<file path="src/rtl/mem_1rw_arb_ctrl_pkg.sv">
// Shared types for the 1RW memory arbiter: response FSM states and grant codes.
// Latency: none (types only).
// Backpressure: n/a.
package mem_arb_pkg;

    typedef enum logic [1:0] {
        e_idle = 2'd0,
        e_pend = 2'd1,
        e_hold = 2'd2
    } rsp_state_e;

    typedef enum logic [1:0] {
        e_gnt_none = 2'd0,
        e_gnt_rd   = 2'd1,
        e_gnt_wr   = 2'd2
    } gnt_e;

endpackage

</file>
<file path="src/rtl/mem_1rw_arb_ctrl_if.sv">
// Bundles the read client, write client, response and SRAM pins of the arbiter.
// Latency: none (wires only).
// Backpressure: r_ready_o / w_ready_o / data_ready_i handshakes carried through.
interface mem_1rw_arb_ctrl_if #(
    parameter int width_p = 96,
    parameter int els_p   = 64,
    localparam int addr_width_lp = $clog2(els_p)
);
    logic                     r_v_i;
    logic [addr_width_lp-1:0] r_addr_i;
    logic                     r_ready_o;
    logic                     w_v_i;
    logic [addr_width_lp-1:0] w_addr_i;
    logic [width_p-1:0]       w_data_i;
    logic [width_p-1:0]       w_mask_i;
    logic                     w_ready_o;
    logic                     data_v_o;
    logic [width_p-1:0]       data_o;
    logic                     data_ready_i;
    logic                     mem_v_o;
    logic                     mem_w_o;
    logic [addr_width_lp-1:0] mem_addr_o;
    logic [width_p-1:0]       mem_data_o;
    logic [width_p-1:0]       mem_w_mask_o;
    logic [width_p-1:0]       mem_data_i;

    // Controller side
    modport slave (
        input  r_v_i, r_addr_i, w_v_i, w_addr_i, w_data_i, w_mask_i, data_ready_i, mem_data_i,
        output r_ready_o, w_ready_o, data_v_o, data_o,
        output mem_v_o, mem_w_o, mem_addr_o, mem_data_o, mem_w_mask_o
    );

    // Clients plus memory wrapper side
    modport master (
        output r_v_i, r_addr_i, w_v_i, w_addr_i, w_data_i, w_mask_i, data_ready_i, mem_data_i,
        input  r_ready_o, w_ready_o, data_v_o, data_o,
        input  mem_v_o, mem_w_o, mem_addr_o, mem_data_o, mem_w_mask_o
    );
endinterface

</file>
<file path="src/rtl/mem_1rw_rsp_buffer.sv">
// One-entry read response buffer: passes SRAM data through in PEND, holds it in HOLD.
// Latency: response visible the cycle after the read grant, held until accepted.
// Backpressure: rd_ok_o drops while a response is waiting and the consumer is not ready.
module mem_1rw_rsp_buffer
    import mem_arb_pkg::*;
#(
    parameter int width_p = 96
) (
    input  logic               clk_i,
    input  logic               reset_i,
    input  logic               rd_gnt_i,
    input  logic               data_ready_i,
    input  logic [width_p-1:0] mem_data_i,
    output logic               rd_ok_o,
    output logic               data_v_o,
    output logic [width_p-1:0] data_o
);

    rsp_state_e         state_r, state_n;
    logic [width_p-1:0] hold_r;
    logic               hold_en;

    // State register
    always_ff @(posedge clk_i) begin
        if (reset_i) state_r <= e_idle;
        else         state_r <= state_n;
    end

    // Capture SRAM data when the consumer stalls in PEND, since mem_data_i is only valid one cycle
    always_ff @(posedge clk_i) begin
        if (reset_i)      hold_r <= '0;
        else if (hold_en) hold_r <= mem_data_i;
    end

    // Next state, read admissibility and response mux; outputs forced quiet while in reset
    always_comb begin
        state_n  = state_r;
        hold_en  = 1'b0;
        rd_ok_o  = 1'b0;
        data_v_o = 1'b0;
        data_o   = '0;
        unique case (state_r)
            e_idle: begin
                rd_ok_o = 1'b1;
                if (rd_gnt_i) state_n = e_pend;
            end
            e_pend: begin
                rd_ok_o  = data_ready_i;
                data_v_o = 1'b1;
                data_o   = mem_data_i;
                if (rd_gnt_i)          state_n = e_pend;
                else if (data_ready_i) state_n = e_idle;
                else begin
                    hold_en = 1'b1;
                    state_n = e_hold;
                end
            end
            e_hold: begin
                rd_ok_o  = data_ready_i;
                data_v_o = 1'b1;
                data_o   = hold_r;
                if (rd_gnt_i)          state_n = e_pend;
                else if (data_ready_i) state_n = e_idle;
            end
            default: state_n = e_idle;
        endcase
        if (reset_i) begin
            rd_ok_o  = 1'b0;
            data_v_o = 1'b0;
            data_o   = '0;
        end
    end

endmodule

</file>
<file path="src/rtl/mem_1rw_arb_ctrl.sv">
// Shares one 1RW bit-masked SRAM between a read and a write client; MEM_ARB_RR_EN selects round-robin.
// Latency: grant and SRAM drive combinational; read response one cycle after accept.
// Backpressure: reads stall while an unaccepted response is held; writes only lose to reads in RR mode.
module mem_1rw_arb_ctrl
    import mem_arb_pkg::*;
#(
    parameter int width_p = 96,
    parameter int els_p   = 64,
    localparam int addr_width_lp = $clog2(els_p)
) (
    input  logic                  clk_i,
    input  logic                  reset_i,
    mem_1rw_arb_ctrl_if.slave     bus
);

    gnt_e                     gnt;
    logic                     rd_ok;
    logic                     rd_req;
    logic [addr_width_lp-1:0] mem_addr;

    assign rd_req = bus.r_v_i & rd_ok;

`ifdef MEM_ARB_RR_EN
    // 1 when the write client was granted last, so the read client wins the next conflict
    logic rr_last_r;

    // Round-robin grant on conflicts; a read that is not admissible simply loses
    always_comb begin
        gnt = e_gnt_none;
        if (reset_i)                  gnt = e_gnt_none;
        else if (bus.w_v_i && rd_req) gnt = rr_last_r ? e_gnt_rd : e_gnt_wr;
        else if (bus.w_v_i)           gnt = e_gnt_wr;
        else if (rd_req)              gnt = e_gnt_rd;
    end

    // Track last winner, except when the write won only because the read was blocked
    always_ff @(posedge clk_i) begin
        if (reset_i)                                        rr_last_r <= 1'b0;
        else if (gnt == e_gnt_rd)                           rr_last_r <= 1'b0;
        else if (gnt == e_gnt_wr && !(bus.r_v_i && !rd_ok)) rr_last_r <= 1'b1;
    end
`else
    // Fixed priority: write always wins a conflict
    always_comb begin
        gnt = e_gnt_none;
        if (reset_i)        gnt = e_gnt_none;
        else if (bus.w_v_i) gnt = e_gnt_wr;
        else if (rd_req)    gnt = e_gnt_rd;
    end
`endif

    // SRAM pin drive from the granted client; unused fields held at zero
    always_comb begin
        bus.mem_v_o      = 1'b0;
        bus.mem_w_o      = 1'b0;
        mem_addr         = '0;
        bus.mem_data_o   = '0;
        bus.mem_w_mask_o = '0;
        bus.r_ready_o    = 1'b0;
        bus.w_ready_o    = 1'b0;
        unique case (gnt)
            e_gnt_wr: begin
                bus.mem_v_o      = 1'b1;
                bus.mem_w_o      = 1'b1;
                mem_addr         = bus.w_addr_i;
                bus.mem_data_o   = bus.w_data_i;
                bus.mem_w_mask_o = bus.w_mask_i;
                bus.w_ready_o    = 1'b1;
            end
            e_gnt_rd: begin
                bus.mem_v_o   = 1'b1;
                mem_addr      = bus.r_addr_i;
                bus.r_ready_o = 1'b1;
            end
            default: ;
        endcase
    end

    assign bus.mem_addr_o = mem_addr;

    mem_1rw_rsp_buffer #(
        .width_p (width_p)
    ) u_rsp (
        .clk_i        (clk_i),
        .reset_i      (reset_i),
        .rd_gnt_i     (gnt == e_gnt_rd),
        .data_ready_i (bus.data_ready_i),
        .mem_data_i   (bus.mem_data_i),
        .rd_ok_o      (rd_ok),
        .data_v_o     (bus.data_v_o),
        .data_o       (bus.data_o)
    );

endmodule

</file>
<file path="src/flat_wrapper.sv">
// flat-port wrapper written by rule: the top's interface ports become plain ports
module mem_1rw_arb_ctrl_flat import mem_arb_pkg::*;
#(
    parameter int width_p = 96,
    parameter int els_p   = 64,
    localparam int addr_width_lp = $clog2(els_p)
)
  (clk_i, reset_i, bus_r_v_i, bus_r_addr_i, bus_w_v_i, bus_w_addr_i, bus_w_data_i, bus_w_mask_i, bus_data_ready_i, bus_mem_data_i, bus_r_ready_o, bus_w_ready_o, bus_data_v_o, bus_data_o, bus_mem_v_o, bus_mem_w_o, bus_mem_addr_o, bus_mem_data_o, bus_mem_w_mask_o);
  mem_1rw_arb_ctrl_if #(.width_p(width_p), .els_p(els_p)) bus_i ();
  input  logic clk_i;
  input  logic reset_i;
  input wire logic [$bits(bus_i.r_v_i)-1:0] bus_r_v_i;
  input wire logic [$bits(bus_i.r_addr_i)-1:0] bus_r_addr_i;
  input wire logic [$bits(bus_i.w_v_i)-1:0] bus_w_v_i;
  input wire logic [$bits(bus_i.w_addr_i)-1:0] bus_w_addr_i;
  input wire logic [$bits(bus_i.w_data_i)-1:0] bus_w_data_i;
  input wire logic [$bits(bus_i.w_mask_i)-1:0] bus_w_mask_i;
  input wire logic [$bits(bus_i.data_ready_i)-1:0] bus_data_ready_i;
  input wire logic [$bits(bus_i.mem_data_i)-1:0] bus_mem_data_i;
  output wire logic [$bits(bus_i.r_ready_o)-1:0] bus_r_ready_o;
  output wire logic [$bits(bus_i.w_ready_o)-1:0] bus_w_ready_o;
  output wire logic [$bits(bus_i.data_v_o)-1:0] bus_data_v_o;
  output wire logic [$bits(bus_i.data_o)-1:0] bus_data_o;
  output wire logic [$bits(bus_i.mem_v_o)-1:0] bus_mem_v_o;
  output wire logic [$bits(bus_i.mem_w_o)-1:0] bus_mem_w_o;
  output wire logic [$bits(bus_i.mem_addr_o)-1:0] bus_mem_addr_o;
  output wire logic [$bits(bus_i.mem_data_o)-1:0] bus_mem_data_o;
  output wire logic [$bits(bus_i.mem_w_mask_o)-1:0] bus_mem_w_mask_o;
  assign bus_i.r_v_i = bus_r_v_i;
  assign bus_i.r_addr_i = bus_r_addr_i;
  assign bus_i.w_v_i = bus_w_v_i;
  assign bus_i.w_addr_i = bus_w_addr_i;
  assign bus_i.w_data_i = bus_w_data_i;
  assign bus_i.w_mask_i = bus_w_mask_i;
  assign bus_i.data_ready_i = bus_data_ready_i;
  assign bus_i.mem_data_i = bus_mem_data_i;
  assign bus_r_ready_o = bus_i.r_ready_o;
  assign bus_w_ready_o = bus_i.w_ready_o;
  assign bus_data_v_o = bus_i.data_v_o;
  assign bus_data_o = bus_i.data_o;
  assign bus_mem_v_o = bus_i.mem_v_o;
  assign bus_mem_w_o = bus_i.mem_w_o;
  assign bus_mem_addr_o = bus_i.mem_addr_o;
  assign bus_mem_data_o = bus_i.mem_data_o;
  assign bus_mem_w_mask_o = bus_i.mem_w_mask_o;
  mem_1rw_arb_ctrl #(.width_p(width_p), .els_p(els_p)) u_core (.clk_i(clk_i), .reset_i(reset_i), .bus(bus_i));
endmodule
</file>
<file path="config.mk">
export PLATFORM = sky130hd
export DESIGN_NAME = mem_1rw_arb_ctrl_flat
export DESIGN_NICKNAME = d
export VERILOG_FILES = /design/src/rtl/mem_1rw_arb_ctrl_pkg.sv /design/src/rtl/mem_1rw_arb_ctrl_if.sv /design/src/rtl/mem_1rw_rsp_buffer.sv /design/src/rtl/mem_1rw_arb_ctrl.sv /design/src/flat_wrapper.sv
export SDC_FILE = /design/constraint.sdc
export NUM_CORES = 1
export LEC_CHECK = 0
export ABC_AREA = 1
export CORE_AREA = 2 2 235 237
export CTS_CLUSTER_SIZE = 30
export DETAILED_ROUTE_END_ITERATION = 8
export DIE_AREA = 0 0 237 239
export GPL_ROUTABILITY_DRIVEN = 0
export PLACE_DENSITY = 0.37
export SETUP_SLACK_MARGIN = 0.02
export SLEW_MARGIN = 0
export SYNTH_ARGS = -nofsm -noshare
export SYNTH_HDL_FRONTEND = slang
export SYNTH_SLANG_ARGS = --single-unit
</file>
<file path="constraint.sdc">
create_clock -name clk_i -period 5.18 [get_ports clk_i]
set_clock_uncertainty 0.05 [all_clocks]
set_input_delay 1.554 -clock clk_i [delete_from_list [all_inputs] [get_ports clk_i]]
set_output_delay 1.554 -clock clk_i [all_outputs]
set_load 0.1 [all_outputs]
</file>
## After elaboration in Yosys (flattened, before gate mapping)

Index checks and enable logic that the tools add are counted.

- Bits in latches: 0
- Bits in read-only memories: 0
- Bits of input ports: 305
- RAM bits: 0
- Output and inout bits: 299
- Word-level logic and storage cells: 37
- Memories: 0
- Register bits after elaboration: 98

- Multiplexer cells: 24
- Bitwise operators: 1
- Add/sub/neg operators: 0
- Reductions and logical operators: 4
- Eq/ne operators: 6
- Multiply operators: 0
- Shifts and indexed selects: 0
- Div/mod/pow operators: 0
- Magnitude comparators: 0

Operators by type and width:

| kind | number |
|---|---|
| two-way mux 96 bit | 3 |
| one-hot mux 96 bit (2 select lines) | 1 |
| two-way mux 2 bit | 7 |
| one-hot mux 6 bit (2 select lines) | 1 |
| two-way mux 1 bit | 10 |
| one-hot mux 2 bit (3 select lines) | 1 |
| == test 2 x 1 -> 1 bit, second input constant | 2 |
| == test 2 bit, second input constant | 2 |
| OR reduction 2 bit | 2 |
| != test 3 bit, second input constant | 1 |
| zero test 2 bit | 1 |
| != test 2 bit, second input constant | 1 |
| one-hot mux 1 bit (2 select lines) | 1 |
| AND reduction 2 bit | 1 |
| AND 1 bit | 1 |

## Depth between registers and ports, before layout

Gate-level depths: netlist of the first run.

- Depth in word-level cells: 11
- Depth in mapped cells: 10
- Gate-level depth less buffers: 10

## Hierarchy

Synthesis of the first run repeated with hierarchy kept, for this count alone.

- Cells, all modules: 1202
- Area total of the unflattened synthesis: 7602.3 µm²

By module, submodules not included:

| module | seq. area each (µm²) | times used | cells an instance | area each (µm²) |
|---|---|---|---|---|
| mem_1rw_rsp_buffer | 1961.9 | 1 | 770 | 4941.0 |
| mem_1rw_arb_ctrl | 0.0 | 1 | 432 | 2661.3 |

## Least setup slack after synthesis of the first run

No wires, ideal clock.

- Kind: input to output
- From: input port bus_w_v_i
- To: output port bus_mem_data_o[21]
- Setup slack: -661 ps
- Arrival: 4237 ps
- Stages: 6
- Required time: 3576 ps
- Buffers on the path: 2
- Path through: inv_2 > nor2_2 > inv_2 > buf_2 > buf_4 > nor2_1

- Word-level cells in the longest chain between the ends: 4

RTL lines:

| what | line | source |
|---|---|---|
| start: declaration | flat_wrapper.sv:14 | `input wire logic [$bits(bus_i.w_v_i)-1:0] bus_w_v_i;` |
| two-way mux 2 bit | mem_1rw_arb_ctrl.sv:47 | `else if (bus.w_v_i) gnt = e_gnt_wr;` |
| two-way mux 2 bit | mem_1rw_arb_ctrl.sv:46 | `if (reset_i) gnt = e_gnt_none;` |
| == test 2 bit | mem_1rw_arb_ctrl.sv:61 | `unique case (gnt)` |
| two-way mux 96 bit | mem_1rw_arb_ctrl.sv:61 |  |
| end: declaration | flat_wrapper.sv:27 | `output wire logic [$bits(bus_i.mem_data_o)-1:0] bus_mem_data_o;` |

No other way between the ends.

## Worst setup path after layout of the first run

- From: input port reset_i
- To: output port bus_mem_addr_o[5]

- Word-level cells in the longest chain between the ends: 7
- Elaborated cells on any way between the ends: 8
- Those cells by class: eq/ne (2); mux (5); bitwise (1)

RTL lines:

| what | line | source |
|---|---|---|
| start: declaration | flat_wrapper.sv:11 | `input logic reset_i;` |
| two-way mux 1 bit | mem_1rw_rsp_buffer.sv:67 | `if (reset_i) begin` |
| AND 1 bit | mem_1rw_arb_ctrl.sv:21 | `assign rd_req = bus.r_v_i & rd_ok;` |
| two-way mux 1 bit | mem_1rw_arb_ctrl.sv:48 | `else if (rd_req) gnt = e_gnt_rd;` |
| two-way mux 2 bit | mem_1rw_arb_ctrl.sv:47 |  |
| two-way mux 2 bit * | mem_1rw_arb_ctrl.sv:46 |  |
| == test 2 x 1 -> 1 bit / == test 2 bit (equally long branches) | mem_1rw_arb_ctrl.sv:61 |  |
| one-hot mux 6 bit (2 select lines) * | mem_1rw_arb_ctrl.sv:61 |  |
| end: declaration | flat_wrapper.sv:26 | `output wire logic [$bits(bus_i.mem_addr_o)-1:0] bus_mem_addr_o;` |

Every way passes the cells marked *; elsewhere a longest branch is shown, timed or not.

==> impl_metrics.json, run 1 <==
{
  "coreArea_mm2": 0.0543,
  "netlist_area_mm2": 0.00668,
  "r2r_start": "u_core.u_rsp.state_r[1]$_SDFFE_PP0P_",
  "ff2ff_setup_slack_ns": 2.39,
  "start_util_pct": 12.3,
  "yosysUniqueCellTypes": 20,
  "r2r-end": "u_core.u_rsp.hold_r[63]$_SDFFE_PP0P_",
  "period_needed_ns": 4.88,
  "nets": 2049,
  "grt-ovfl-total": 0,
  "hpwl_mm": 42.8,
  "worstSetupPathDepth": 6,
  "setup_violations": 0,
  "yosysMostFrequentCell": "inv_1",
  "whs_ns": 0.397,
  "synth_top_area_share_pct": 29.4,
  "critPathTopFamily": "buffers and inverters",
  "critPathLaunch": "reset_i",
  "fillers": 5754,
  "first_iter_violations": 439,
  "syn_avg_cell_area_um2": 5.61,
  "cp-end-kind": "output port",
  "cp_cell_sequence": "clkdlybuf4s50_1 > nor2_1 > nand3_2 > inv_1 > a22o_1 > buf_12",
  "grt_pass1_vias": 8713,
  "ir_worst_vdd_mv": 0.194,
  "grt_usage_pct": 17.3,
  "rsz0062_at_grt": "false",
  "wl_mm": 50.8,
  "vias": 9372,
  "cts_root_buf": "clkbuf_16",
  "ys_seq_area_share_pct": 29.4,
  "slew_headroom_pct": 44.6,
  "ys_seq_elements": 98,
  "ys_top_cells_by_count": "inv_1, nand2_1, nor2_1",
  "multi_input_area_mm2": 0.00334,
  "routed_via_density": 3.82,
  "placed_cell_area_mm2": 0.0166,
  "cts_setup_buffers": 0,
  "power.density_mw_per_mm2": 277,
  "reg2regPathDepth": 6,
  "crit_arrival_ns": 3.27,
  "p_leak_nw": 6.90,
  "grt_max_degree": 73,
  "async_reset_ff_share_pct": 0,
  "setup_tns_ns": 0,
  "row_count": 86,
  "cts_sinks": 98,
  "synth_area_leader_cell": "dfxtp_1",
  "dr.pass1.iters": 5,
  "antenna_found_initial": 30,
  "clkLatencyLatePin_ns": 0.39,
  "io_pins": 604,
  "dominantRegCellSynth": "dfxtp_1",
  "hold_violations": 0,
  "synth-edff-count": 0,
  "hold_buffers": 0,
  "holdCritPathClass": "reg -> reg",
  "tightest_slew_ns": 0.831,
  "drive_gt1_share_pct": 23.2,
  "seq_area_mm2": 0.00196,
  "die-area_mm2": 0.0566,
  "syn_inst": 1191,
  "fin_crit_sh_pct": 94.2,
  "synth_fp_nets": 1500,
  "cts_resized": 0,
  "critical_path_peak_fanout": 7,
  "drv_cap": 0,
  "path_buf_inv": 3,
  "clockBufferDepth": 2,
  "grt_pass1_wl_mm": 68.1,
  "cts_max_level": 3,
  "crit_slowest_cell": "clkdlybuf4s50_1",
  "final_util_pct": 31.1,
  "route.detailed.drc": 0,
  "crit_required_ns": 3.58,
  "yosysWarnings": 0,
  "critical-path-max-stage-delay_ns": 0.50,
  "status": "complete, no violations",
  "drv_slew": 0,
  "yosys-top-cells-area": "dfxtp_1, inv_1, a21oi_1, nand2_1, nor2_1",
  "cts_tree": "built",
  "drtAntennaViolNets": 0,
  "port_buffers": 603,
  "startpoint_type": "primary input",
  "crit_end": "bus_mem_addr_o[5]",
  "fp.dieW_um": 237,
  "area_growth_pct": 153,
  "wl_per_cell_um": 20.7,
  "path_class": "in -> out",
  "die_h_um": 239,
  "max_freq_mhz": 205,
  "numCtsBuffers": 9,
  "final_area_mm2": 0.0169,
  "clkTransAtPathRegs_ns": 0.07
}
==> routing by layer <==
metal  share of wire, %  wire length (µm)  vias to the layer above  GRT usage, %
li1                   -                 -                     4622             -
met1                 34             17400                     4284          17.1
met2                 54             27600                      386          32.6
met3                9.3              4730                       74          7.69
met4                1.9               984                        6          4.79
met5              0.087                44                        -             0
==> cells by family (layout without fill, tap and decap cells) <==
family	Yosys count	count (layout)	share of synthesized area, %
AO/OA/AOI/OAI	295	295	22.4
adder cells (fa/ha/maj)	4	4	0.749
buffers and inverters	384	938	24.1
flip-flops	98	98	29.4
other	0	6	0
AND/OR/NAND/NOR	410	410	23.3
==> through the flow <==
| step | std cells | worst slack (ns) | total power [mW] |
|---|---|---|---|
| 6_report | 2455 | 0.303 | 4.68 |
| 5_1_grt | 2452 | 0.180 | 4.95 |
| 4_1_cts | 2449 | 0.254 | 4.78 |
| 3_5_place_dp | 2433 | 0.257 | 4.03 |
| 3_3_place_gp | 2433 | 0.262 | 4.01 |
| 2_1_floorplan | 1191 | -0.266 | 2.78 |
==> where the power goes <==
group	internal [mW]	total [mW]	switching (mW)
clock	0.336	0.712	0.376
combinational	1.02	2.98	1.97
sequential	0.911	0.989	0.0776
total	2.26	4.68	2.42
==> tightest hold or removal path, delay by kind of cell, from the launching register on <==
kind / cells / cell delay, ns
flops: 1 / 0.31
compound gates: 1 / 0.05
buf+inv: 1 / 0.04
==> area by class of cell <==
type | instances | share of cell area (%)
tap | 704 | 5.20
clock inverter | 7 | 0.355
timing repair buffer | 623 | 55.0
multi-input combinational | 709 | 19.7
sequential | 98 | 11.6
antenna | 6 | 0.0887
clock buffer | 9 | 1.33
inverter | 299 | 6.67
==> layout by cell type (no fill, tap or decap) <==
cell type	instances
buf_12	310
clkdlybuf4s50_1	304
inv_1	296
nand2_1	203
nor2_1	170
a21oi_1	164
dfxtp_1	98
o21ai_1	74
nor2_2	30
a21oi_2	29
o21ai_0	22
clkbuf_16	9
buf_4	9
diode_2	6
a22o_1	6
inv_6	3
clkinv_2	2
nand3_1	2
ha_1	2
ha_4	2
clkinvlp_4	2
inv_8	2
inv_2	1
nor2_4	1
nand3_2	1
nand2_4	1
nand3_4	1
or2_2	1
==> worst min path at each step <==
stage | end | depth (start not counted) | start | slack (ns)
after floorplan | u_core.u_rsp.hold_r[71]$_SDFFE_PP0P_ | 2 | u_core.u_rsp.hold_r[71]$_SDFFE_PP0P_ | 0.37
after global placement | u_core.u_rsp.hold_r[83]$_SDFFE_PP0P_ | 2 | u_core.u_rsp.hold_r[83]$_SDFFE_PP0P_ | 0.38
after detailed placement | u_core.u_rsp.hold_r[51]$_SDFFE_PP0P_ | 2 | u_core.u_rsp.hold_r[51]$_SDFFE_PP0P_ | 0.39
after CTS | u_core.u_rsp.hold_r[44]$_SDFFE_PP0P_ | 2 | u_core.u_rsp.hold_r[44]$_SDFFE_PP0P_ | 0.40
after global routing | u_core.u_rsp.hold_r[78]$_SDFFE_PP0P_ | 2 | u_core.u_rsp.hold_r[78]$_SDFFE_PP0P_ | 0.41
final | u_core.u_rsp.hold_r[77]$_SDFFE_PP0P_ | 2 | u_core.u_rsp.hold_r[77]$_SDFFE_PP0P_ | 0.40
==> flip-flops by register name, summed over array words and instances, names as in the netlist <==
register / flops
u_core.u_rsp.hold_r: 96
u_core.u_rsp.state_r: 2
No activity file was read; power rests on OpenSTA's default activity.
==> run 2: changes to the inputs <==
Settings changed: CAP_MARGIN set to 20, CTS_CLUSTER_DIAMETER set to 50.
==> results of run 2 <==
Same layout as run 1: the final DEF is identical, and so are final timing and power.
==> run 3: changes to the inputs <==
Settings changed: CTS_CLUSTER_DIAMETER 50 to 80.
==> results of run 3 <==
Same layout as run 1: the final DEF is identical, and so are final timing and power.
